**src/rtl/half_adder_if.sv**
```systemverilog
// Tiny Tapeout user-tile pin bundle shared by the half_adder tile and its driver.
interface half_adder_if;
  logic       ena;
  logic [7:0] ui_in;
  logic [7:0] uo_out;
  logic [7:0] uio_in;
  logic [7:0] uio_out;
  logic [7:0] uio_oe;

  // Driver side (TT wrapper / testbench)
  modport master (
    output ena,
    output ui_in,
    output uio_in,
    input  uo_out,
    input  uio_out,
    input  uio_oe
  );

  // Tile side
  modport slave (
    input  ena,
    input  ui_in,
    input  uio_in,
    output uo_out,
    output uio_out,
    output uio_oe
  );
endinterface

```
**src/rtl/half_adder.sv**
```systemverilog
// half_adder: Tiny Tapeout tile with a 1-bit half adder on ui_in[1:0].
// uo_out = {carry_cnt[3:0], carry_q, sum_q, carry, sum}.
// Optional macro HA_UIO_DEBUG_EN drives an 8-bit sum-event counter on uio_out.
module half_adder (
  input  logic         clk,
  input  logic         rst_n,
  half_adder_if.slave  tt
);

  localparam int unsigned CNT_W = 4;
  localparam int unsigned DBG_W = 8;

  logic             w_a;
  logic             w_b;
  logic             w_clr;
  logic             w_sum;
  logic             w_carry;
  logic             w_unused;

  logic             r_sum_q;
  logic             r_carry_q;
  logic [CNT_W-1:0] r_carry_cnt;

  assign w_a     = tt.ui_in[0];
  assign w_b     = tt.ui_in[1];
  assign w_clr   = tt.ui_in[2];

  // Zero-latency adder; live even while reset is asserted
  assign w_sum   = w_a ^ w_b;
  assign w_carry = w_a & w_b;

  // Spare inputs are deliberately ignored
  assign w_unused = &{1'b0, tt.ui_in[7:3], tt.uio_in};

  // Registered copies of sum/carry, held while the tile is not selected
  always_ff @(posedge clk or negedge rst_n) begin
    if (!rst_n) begin
      r_sum_q   <= 1'b0;
      r_carry_q <= 1'b0;
    end else if (tt.ena) begin
      r_sum_q   <= w_sum;
      r_carry_q <= w_carry;
    end
  end

  // Wrapping carry-event counter; clear wins over increment
  always_ff @(posedge clk or negedge rst_n) begin
    if (!rst_n) begin
      r_carry_cnt <= '0;
    end else if (tt.ena) begin
      if (w_clr) begin
        r_carry_cnt <= '0;
      end else if (w_carry) begin
        r_carry_cnt <= r_carry_cnt + CNT_W'(1);
      end
    end
  end

  assign tt.uo_out = {r_carry_cnt, r_carry_q, r_sum_q, w_carry, w_sum};

`ifdef HA_UIO_DEBUG_EN
  logic [DBG_W-1:0] r_dbg_cnt;

  // Wrapping sum-event counter for bring-up visibility on the bidir pins
  always_ff @(posedge clk or negedge rst_n) begin
    if (!rst_n) begin
      r_dbg_cnt <= '0;
    end else if (tt.ena) begin
      if (w_clr) begin
        r_dbg_cnt <= '0;
      end else if (w_sum) begin
        r_dbg_cnt <= r_dbg_cnt + DBG_W'(1);
      end
    end
  end

  assign tt.uio_out = r_dbg_cnt;
  assign tt.uio_oe  = 8'hFF;
`else
  assign tt.uio_out = 8'h00;
  assign tt.uio_oe  = 8'h00;
`endif

endmodule

```
**src/flat_wrapper.sv**
```systemverilog
// flat-port wrapper written by rule: the top's interface ports become plain ports
module half_adder_flat 
  (clk, rst_n, tt_ena, tt_ui_in, tt_uio_in, tt_uo_out, tt_uio_out, tt_uio_oe);
  half_adder_if tt_i ();
  input  logic clk;
  input  logic rst_n;
  input wire logic [$bits(tt_i.ena)-1:0] tt_ena;
  input wire logic [$bits(tt_i.ui_in)-1:0] tt_ui_in;
  input wire logic [$bits(tt_i.uio_in)-1:0] tt_uio_in;
  output wire logic [$bits(tt_i.uo_out)-1:0] tt_uo_out;
  output wire logic [$bits(tt_i.uio_out)-1:0] tt_uio_out;
  output wire logic [$bits(tt_i.uio_oe)-1:0] tt_uio_oe;
  assign tt_i.ena = tt_ena;
  assign tt_i.ui_in = tt_ui_in;
  assign tt_i.uio_in = tt_uio_in;
  assign tt_uo_out = tt_i.uo_out;
  assign tt_uio_out = tt_i.uio_out;
  assign tt_uio_oe = tt_i.uio_oe;
  half_adder u_core (.clk(clk), .rst_n(rst_n), .tt(tt_i));
endmodule
```
**config.mk**
```make
export PLATFORM = sky130hd
export DESIGN_NAME = half_adder_flat
export DESIGN_NICKNAME = d
export VERILOG_FILES = /design/src/rtl/half_adder_if.sv /design/src/rtl/half_adder.sv /design/src/flat_wrapper.sv
export SDC_FILE = /design/constraint.sdc
export NUM_CORES = 1
export LEC_CHECK = 0
export CAP_MARGIN = 20
export CORE_MARGIN = 2
export CORE_UTILIZATION = 29
export CTS_CLUSTER_SIZE = 28
export DETAILED_ROUTE_END_ITERATION = 8
export PLACE_DENSITY = 0.77
export SLEW_MARGIN = 40
export SYNTH_ARGS = -nofsm -noshare
export SYNTH_HDL_FRONTEND = slang
export SYNTH_SLANG_ARGS = --single-unit
```
**constraint.sdc**
```tcl
create_clock -name clk -period 1.3 [get_ports clk]
set_clock_uncertainty 0.1 [all_clocks]
set_input_delay 0.325 -clock clk [delete_from_list [all_inputs] [get_ports clk]]
set_output_delay 0.325 -clock clk [all_outputs]
set_load 0.05 [all_outputs]
```
[Yosys cells after proc, flatten, opt, wreduce, memory -nomap -nowiden]
Index checks and enable logic that the tools add are counted.
Storage, ports and cells
  register bits: 6
  input port bits: 19
Operators by class
  add/subtract/negate cells: 1
  mux-type cells: 2
  bitwise gates (word level): 2
  reductions and logical operators: 2
Operators by type and width (count)
  two-way mux 4 bit: 2
  adder 4 x 1 -> 4 bit, second input constant: 1
  AND reduction 2 bit: 1
  nonzero test 2 bit: 1
  bitwise AND 1 bit: 1
  bitwise XOR 1 bit: 1

[Logic depth before layout (Yosys ltp)]
Gate-level depths: netlist of run 1.
  depth in word-level cells: 3
  mapped depth: 4

[Least setup slack after synthesis of run 1]
Ideal clock, no wire load.
  kind: register -> register
  start: register u_core.r_carry_cnt[1]
  end: register u_core.r_carry_cnt[1]
  arrival time: 1.197 ns
  slack: -0.120 ns
  cell stages (with the launch flop): 4
  path buffers: 0
  period minus slack after synthesis: 1.420 ns
  cell sequence: dfrtp_1 ha_1 a31oi_1 o2bb2ai_1
On the way
  word-level cells in the longest chain between the ends: 3
Ends and longest elaborated chain
  from (decl): RTL line half_adder.sv:22  | logic [CNT_W-1:0] r_carry_cnt;
  from (signal assigned): RTL line half_adder.sv:54  | r_carry_cnt <= r_carry_cnt + CNT_W'(1);
  adder 4 x 1 -> 4 bit: RTL line half_adder.sv:54
  two-way mux 4 bit: RTL line half_adder.sv:53  | end else if (w_carry) begin
  two-way mux 4 bit: RTL line half_adder.sv:51  | if (w_clr) begin
No other way between the ends. The select of a mux whose other input is x is not followed.
A chain may end at the register's enable or synchronous reset.

[Final worst setup path of run 1]
  start: register u_core.r_carry_cnt[0]
  end: output tt_uo_out[4]
RTL lines
  to (decl): RTL line flat_wrapper.sv:10  | output wire logic [$bits(tt_i.uo_out)-1:0] tt_uo_out;
No word-level cell between the ends.

==> flow_summary.yaml, run 1 <==
die:
  die_w_um: 43.74
  io_pins: 43
  die_y_um: 43.74
  start_util_pct: 30.76
  die_area_um2: 1913
  rows: 14
  coreArea_um2: 1489
yosys:
  yosys_register_bits: 6
  synth_top_area_share_pct: 32.79
  synthCells: 48
  synth_area_leader_cell: "buf_4"
  ys_types: 17
  netlist_area_um2: 457.9
  synthTopCellsByArea: "buf_4 33%, dfrtp_1 33%, ha_1 5.5%"
  yosysSeqAreaShare_pct: 32.79
  avgSynthCellArea_um2: 9.540
  synth-warning-count: 0
cells_and_area:
  mostFrequentLayoutCells: "16 x conb_1, 8 x buf_12, 5 x buf_4"
  diodes: 0
  layout-drive-gt1-share_pct: 40.63
  multi_input_area_um2: 217.7
  syn2layout_area_growth_pct: 46.45
  final_nets: 87
  fin_area_um2: 670.6
  regArea_um2: 155.1
  postLayoutCoreUtil_pct: 45.04
  layout_commonest_cell: "conb_1"
  nFillCells: 146
sta:
  hold_viol: 0
  setup_viol: 1
  max_freq_mhz: 752.8
  layout_setup_ws_ns: -0.02834
  slew_violations: 0
  whs_ns: 0.2332
  tns_ns: -0.02834
  finalCritPeriodShare_pct: 102.2
  period_minus_slack_ns: 1.328
  rsz0062_at_grt: "true"
placed_design:
  dpl-instance-area_um2: 614.3
  dp_hpwl_um: 645
  io_buffers: 13
  place_congestion: 0.7517
clocking:
  h-tree-depth: 1
  cts_tree: "yes"
  worstSkewPairLatency_ns: 0.24
  cts-root-buf: "clkbuf_4"
  ctsHoldBuffers: 0
  cts_max_path_buffers: 2
  clkSinkCount: 6
  clk_transition_reported_paths_ns: 0.05
  cts_made_buffers: 3
global_routing:
  grt_pass1_wl_um: 1207
  grt_pass1_vias: 294
  antenna_found_initial: 0
  grt.overflow.total: 0
  grtUsageTotal_pct: 8.990
  grt_max_degree: 10
drt:
  num_vias: 338
  first_pass_iters: 4
  drt-wirelength-per-cell_um: 10.25
  routed_wl_um: 820
  antenna_left: 0
  viasPerCell: 4.225
  drcViolationCount: 0
  drt-initial-drc-count: 5
power:
  p_per_area_nw_per_um2: 1115
  p_leak_uw: 0.0003298
  peakVddDrop_uv: 553.5
worst_setup_path:
  path_class: "flip-flop to primary output"
  worstPathMaxFanout: 2
  worstPathRequired_ns: 0.88
  start_kind: "flip-flop"
  critPathArrivalTime_ns: 0.90
  end_kind: "primary output"
outcome:
  violations: "negative setup slack"
  status: "complete, but fails checks"
run:
  maxCapViolations: 0
hold_path:
  min_path_type: "primary input to asynchronous set/reset pin"
==> registers in the layout, summed over array words and instances, names as in the netlist <==
| register | flops |
|---|---|
| u_core.r_carry_q | 1 |
| u_core.r_carry_cnt | 4 |
| u_core.r_sum_q | 1 |
==> what timing repair did <==
action,4_1_cts,5_1_grt
resized for setup,11,3
setup buffers,2,1
pin swaps,1,2
endpoints found under the setup margin,9,7
hold endpoints to repair,0,0
==> stage by stage <==
step                instances  worst slack, ns  power (uW)
floorplan                  63          0.01949       482.5
global placement           74          -0.4524       557.0
detailed placement         74          -0.5069       559.8
CTS                        79         -0.03630       755.8
global route               80         -0.06726       786.4
finish                     80         -0.02834       747.6
==> critical path, stage by stage (launching register included) <==
cell and delay (ns):
dfrtp_2 0.40, buf_6 0.12, buf_12 0.13
==> path summary, 6_finish.rpt <==
| kind | from | end | slack [ns] | cells after the start |
|---|---|---|---|---|
| min in group clk | tt_ui_in[0] | u_core.r_sum_q | 0.38 | 3 |
| min reg2reg | u_core.r_carry_cnt[2] | u_core.r_carry_cnt[2] | 0.43 | 1 |
| max in group asynchronous | rst_n | u_core.r_carry_cnt[1] | 0.62 | 1 |
| min | rst_n | u_core.r_carry_q | 0.23 | 1 |
| max | u_core.r_carry_cnt[0] | tt_uo_out[4] | -0.03 | 2 |
| max reg2reg | u_core.r_carry_cnt[0] | u_core.r_carry_cnt[1] | 0.05 | 4 |
==> layout make-up <==
cell class	count	share of cell area, %
clock buffer	3	3.358
inverter	1	0.5597
multi-input combinational	35	32.46
sequential	6	23.13
tap	16	2.985
timing repair buffer	19	37.50
==> kinds of logic after synthesis <==
group	count (synthesis)	synth area share [%]
mux	3	7.104
compound gates	8	10.66
other cells	1	0.8189
simple gates	6	8.471
flops	6	32.79
fa+ha+maj	2	5.464
buf+inv	22	34.70
==> cell usage after synthesis <==
library cell  count
a21oi_1           1
a31oi_1           1
buf_2             1
buf_4            20
conb_1            1
dfrtp_1           6
ha_1              2
inv_1             1
mux2_2            2
mux2i_1           1
nand2_1           1
nand3b_1          1
nand4_1           1
nand4b_1          1
nor2b_1           2
o21ai_0           4
o2bb2ai_1         2
==> report_power, final <==
group / total (uW) / internal (uW) / switching, uW
Sequential: 224 / 204 / 20.0
Clock: 176 / 105 / 71.4
Combinational: 347 / 128 / 219
==> metal layers <==
layer  track usage [%]  wire, um  vias up
li1                  -         -      160
met1             9.536       310      154
met2             13.53       409       24
met3             5.833       100        0
met4             4.848         0        0
met5                 0         0        -
Note: power is estimated with default switching activity, not from simulation.
==> inputs of run 2 (changes only) <==
--- a/config.mk
+++ b/config.mk
@@ -7,10 +7,10 @@
 export LEC_CHECK = 0
 export CAP_MARGIN = 20
 export CORE_MARGIN = 2
-export CORE_UTILIZATION = 29
+export CORE_UTILIZATION = 31
 export CTS_CLUSTER_SIZE = 28
 export DETAILED_ROUTE_END_ITERATION = 8
-export PLACE_DENSITY = 0.77
+export PLACE_DENSITY = 0.82
 export SLEW_MARGIN = 40
 export SYNTH_ARGS = -nofsm -noshare
 export SYNTH_HDL_FRONTEND = slang
==> constraint.sdc (replaced) <==
create_clock -name clk -period 1.54 [get_ports clk]
set_clock_uncertainty 0.1 [all_clocks]
set_input_delay 0.385 -clock clk [delete_from_list [all_inputs] [get_ports clk]]
set_output_delay 0.385 -clock clk [all_outputs]
set_load 0.05 [all_outputs]
==> flow_summary.yaml, run 2 (same netlist as run 1, synthesis figures left out) <==
die:
  start_util_pct: 34.33
  die_w_um: 42.44
  die_y_um: 42.44
  io_pins: 43
  rows: 13
  coreArea_um2: 1334
  die_area_um2: 1801
worst_setup_path:
  rr_worst_depth: 3
  rrSetupSlack_ns: 0.28
  path_class: "primary input to primary output"
  crit_family: "buffers and inverters"
  crit_buf_inv: 2
  critPathArrivalTime_ns: 1.01
  start_kind: "primary input"
  timing.rr.start: "u_core.r_carry_cnt[0]"
  end_kind: "primary output"
  path_cells: "clkdlybuf4s15_1 > ha_4 > buf_12"
  cpPeakStageDelay_ns: 0.29
  slowest_stage: "ha_4"
  worstPathMaxFanout: 2
  timing.rr.end: "u_core.r_carry_cnt[1]"
  worstPathRequired_ns: 1.05
drt:
  first_pass_iters: 4
  num_vias: 311
  antenna_left: 0
  drt-initial-drc-count: 2
  drt-wirelength-per-cell_um: 10.55
  viasPerCell: 4.203
  drcViolationCount: 0
  routed_wl_um: 781
global_routing:
  grt.overflow.total: 0
  grtUsageTotal_pct: 10.54
  grt_pass1_wl_um: 1366
  grt_max_degree: 9
  antenna_found_initial: 0
  grt_pass1_vias: 328
cells_and_area:
  nFillCells: 124
  layout-drive-gt1-share_pct: 25.42
  multi_input_area_um2: 217.7
  top_register: "u_core.r_carry_cnt"
  syn2layout_area_growth_pct: 37.71
  final_nets: 82
  regArea_um2: 150.1
  top_regs: "u_core.r_carry_cnt x4, u_core.r_carry_q x1, u_core.r_sum_q x1"
  mostFrequentLayoutCells: "16 x conb_1, 8 x buf_12, 6 x dfrtp_1"
  layout_commonest_cell: "conb_1"
  diodes: 0
  largest_reg_flops: 4
power:
  p_leak_uw: 0.0003019
  p_per_area_nw_per_um2: 961.5
  power.total_uw: 606.3
  peakVddDrop_uv: 461.1
outcome:
  status: "finished clean"
run:
  maxCapViolations: 0
clocking:
  h-tree-depth: 1
  cts_made_buffers: 3
  cts_tree: "yes"
  cts-root-buf: "clkbuf_4"
  clk_transition_reported_paths_ns: 0.04
  clkSinkCount: 6
  worstSkewPairLatency_ns: 0.24
  postCtsSetupBuffers: 0
  cts_max_path_buffers: 2
sta:
  whs_ns: 0.2769
  max_freq_mhz: 668.9
  finalCritPeriodShare_pct: 97.07
  rsz0062_at_grt: "false"
  period_minus_slack_ns: 1.495
  slew_violations: 0
  setup_viol: 0
  hold_viol: 0
  tns_ns: 0
placed_design:
  dp_hpwl_um: 675
  io_buffers: 13
  place_congestion: 0.6575
hold_path:
  min_path_type: "primary input to asynchronous set/reset pin"
run 2: changes by cell type in the layout (fill, tap and decap cells not counted), sizes merged:
| cell | delta |
|---|---|
| buf | -7 |
| clkdlybuf4s15 | +2 |
| clkdlybuf4s50 | +1 |
| dlymetal6s2s | -1 |
run 2: repair_timing:
| item | in CTS | in global routing |
|---|---|---|
| resized for setup | 6 | 0 |
| hold buffers | 0 | 0 |
| setup endpoints to repair | 5 | 0 |
run 2: layout make-up:
type / count / share of cell area, %
timing repair buffer: 14 / 34.52
sequential: 6 / 23.81
clock buffer: 3 / 3.571
multi-input combinational: 35 / 34.52
tap: 15 / 2.976
inverter: 1 / 0.5952
run 2: report_power, final:
| group | switching (uW) | internal, uW |
|---|---|---|
| Combinational | 181 | 97.7 |
| Sequential | 18.5 | 171 |
| Clock | 50.5 | 87.7 |
| Total | 250 | 357 |
run 2: worst reg2reg max path: cells and delay by family (launching register included):
kind,cells,cell delay [ns]
AO/OA/AOI/OAI,2,0.28
adder cells (fa/ha/maj),1,0.32
flip-flops,1,0.44
run 2: how the worst max path moves through the flow:
| stage | startpoint | to | depth (start not counted) |
|---|---|---|---|
| after floorplan | u_core.r_carry_cnt[1] | u_core.r_carry_cnt[1] | 3 |
| after detailed placement | tt_ui_in[0] | u_core.r_carry_cnt[1] | 6 |
| after global routing | tt_ena | u_core.r_carry_cnt[2] | 4 |
| after CTS | tt_ui_in[0] | tt_uo_out[0] | 3 |
| after global placement | tt_ui_in[0] | tt_uo_out[1] | 3 |
| final | tt_ui_in[1] | tt_uo_out[0] | 3 |
run 2: layer usage:
layer  GRT usage [%]  vias to the layer above  routed length, um
met5               0                        -                  0
met4           7.500                        0                  6
met1           8.639                      145                247
li1                -                      149                  -
met3           2.586                        2                 51
met2           20.92                       15                476
run 2: metrics by stage:
step	instances	cell area, um2	setup WS, ns	util, %
6_report	74	630.6	0.04509	47.28
2_1_floorplan	63	514.2	0.1197	-
5_1_grt	74	630.6	0.007682	47.28
3_5_place_dp	71	595.6	-0.3453	44.65
4_1_cts	74	630.6	0.04288	47.28
3_3_place_gp	71	595.6	-0.2807	44.65
==> inputs of run 3 (changes only) <==
--- a/config.mk
+++ b/config.mk
@@ -10,6 +10,7 @@
 export CORE_UTILIZATION = 31
 export CTS_CLUSTER_SIZE = 28
 export DETAILED_ROUTE_END_ITERATION = 8
+export GPL_TIMING_DRIVEN = 0
 export PLACE_DENSITY = 0.82
 export SLEW_MARGIN = 40
 export SYNTH_ARGS = -nofsm -noshare
==> flow_summary.yaml, run 3 (same netlist as run 1, synthesis figures left out) <==
outcome:
  status: "finished clean"
global_routing:
  grt.met1_usage_pct: 8.639
  grt_pass1_wl_um: 1283
  grt_max_degree: 10
  grtUsageTotal_pct: 9.123
  antenna_found_initial: 0
  grt.overflow.total: 0
  grtUsageMet3_pct: 2.586
  top_usage_layer: "met2"
  grt_pass1_vias: 336
  use_met2_pct: 17.85
worst_setup_path:
  crit_family: "buffers and inverters"
  path_class: "primary input to primary output"
  path_cells: "buf_2 > ha_4 > buf_4 > buf_8"
  slowest_stage: "ha_4"
  cpPeakStageDelay_ns: 0.23
  worstPathMaxFanout: 2
  end_kind: "primary output"
  critPathArrivalTime_ns: 1.00
  worstPathRequired_ns: 1.05
  start_kind: "primary input"
  crit_buf_inv: 3
clocking:
  worstSkewPairLatency_ns: 0.23
  cts_tree: "yes"
  clkSinkCount: 6
  ctsHoldBuffers: 0
  cts_made_buffers: 3
  h-tree-depth: 1
  cts-root-buf: "clkbuf_4"
  clk_transition_reported_paths_ns: 0.04
  cts_max_path_buffers: 2
die:
  start_util_pct: 34.33
  io_pins: 43
  die_w_um: 42.44
  die_y_um: 42.44
  rows: 13
  die_area_um2: 1801
  coreArea_um2: 1334
sta:
  slew_violations: 0
  max_freq_mhz: 673.2
  setup_viol: 0
  period_minus_slack_ns: 1.486
  rsz0062_at_grt: "false"
  whs_ns: 0.2837
  hold_viol: 0
  finalCritPeriodShare_pct: 96.46
drt:
  drcViolationCount: 0
  num_vias: 360
  routed_wl_um: 736
  drt-initial-drc-count: 4
  first_pass_iters: 2
  viasPerCell: 3.871
  drt-wirelength-per-cell_um: 7.914
  antenna_left: 0
cells_and_area:
  nFillCells: 150
  mostFrequentLayoutCells: "21 x buf_4, 16 x conb_1, 8 x buf_2"
  layout-drive-gt1-share_pct: 47.44
  layout_commonest_cell: "buf_4"
  fin_area_um2: 656.9
  final_nets: 101
  top_regs: "u_core.r_carry_cnt x4, u_core.r_carry_q x1, u_core.r_sum_q x1"
  largest_reg_flops: 4
  multi_input_area_um2: 217.7
  top_register: "u_core.r_carry_cnt"
  syn2layout_area_growth_pct: 43.44
  diodes: 0
  regArea_um2: 150.1
power:
  peakVddDrop_uv: 341.7
  p_leak_uw: 0.0003744
  p_per_area_nw_per_um2: 895.3
placed_design:
  dp_hpwl_um: 642.7
  place_congestion: 0.6438
  dpl-instance-area_um2: 653.1
  io_buffers: 12
run:
  maxCapViolations: 0
hold_path:
  min_path_type: "primary input to asynchronous set/reset pin"
-- run 3: cell count changes in the layout (fill, tap and decap cells not counted) --
| cell | change |
|---|---|
| buf_8 | +1 |
| clkdlybuf4s15_2 | +1 |
| buf_2 | +8 |
| buf_12 | -8 |
| buf_4 | +20 |
| clkdlybuf4s15_1 | -2 |
| clkdlybuf4s50_1 | -1 |
-- run 3: path summary, 6_finish.rpt --
kind	from	end	slack [ns]	cells after the start
max	tt_ui_in[1]	tt_uo_out[0]	0.05	4
min	rst_n	u_core.r_sum_q	0.28	1
max reg2reg	u_core.r_carry_cnt[0]	u_core.r_carry_cnt[1]	0.35	3
min reg2reg	u_core.r_carry_q	u_core.r_carry_q	0.41	1
max in group asynchronous	rst_n	u_core.r_carry_cnt[2]	0.85	1
min in group clk	tt_ena	u_core.r_carry_cnt[0]	0.40	3
-- run 3: final cells by class --
cell class / instances / area share [%]
multi-input cells: 35 / 33.14
well taps: 15 / 2.857
inverters: 1 / 0.5714
plain buffers: 21 / 23.62
clock buffers: 3 / 3.429
flip-flops and latches: 6 / 22.86
repair buffers: 12 / 13.52
-- run 3: what timing repair did --
action,4_1_cts,5_1_grt
pin swaps,1,0
buffers inserted,0,0
resized for setup,46,6
endpoints found under the hold margin,0,0
setup endpoints to repair,9,3
-- run 3: routing by layer --
metal	part of all wire (%)	up-vias
met1	39	156
met3	8.6	0
met2	52	15
met5	0	-
li1	-	189
met4	0	0
-- run 3: report_power, final --
part	internal (uW)	leakage [uW]	switching (uW)
clock	87.6	0.0000138	48.6
sequential	171	0.0000795	11.1
combinational	85.3	0.000281	184
-- run 3: worst reg2reg max path: cells and delay by family (launching register included) --
family,cells,cell delay [ns]
flip-flops,1,0.41
adder cells (fa/ha/maj),1,0.30
AO/OA/AOI/OAI,2,0.26
-- run 3: stage by stage --
| step | util, % | TNS [ns] | setup WS, ns | total power, uW | cells |
|---|---|---|---|---|---|
| 2_1_floorplan | - | 0 | 0.1197 | 405.9 | 63 |
| 3_3_place_gp | 48.97 | -3.459 | -1.027 | 457.5 | 90 |
| 3_5_place_dp | 48.97 | -3.639 | -1.035 | 460.3 | 90 |
| 4_1_cts | 50.66 | 0 | 0.02381 | 598.2 | 93 |
| 5_1_grt | 49.25 | 0 | 0.03691 | 625.9 | 93 |
| 6_report | 49.25 | 0 | 0.05448 | 588.1 | 93 |
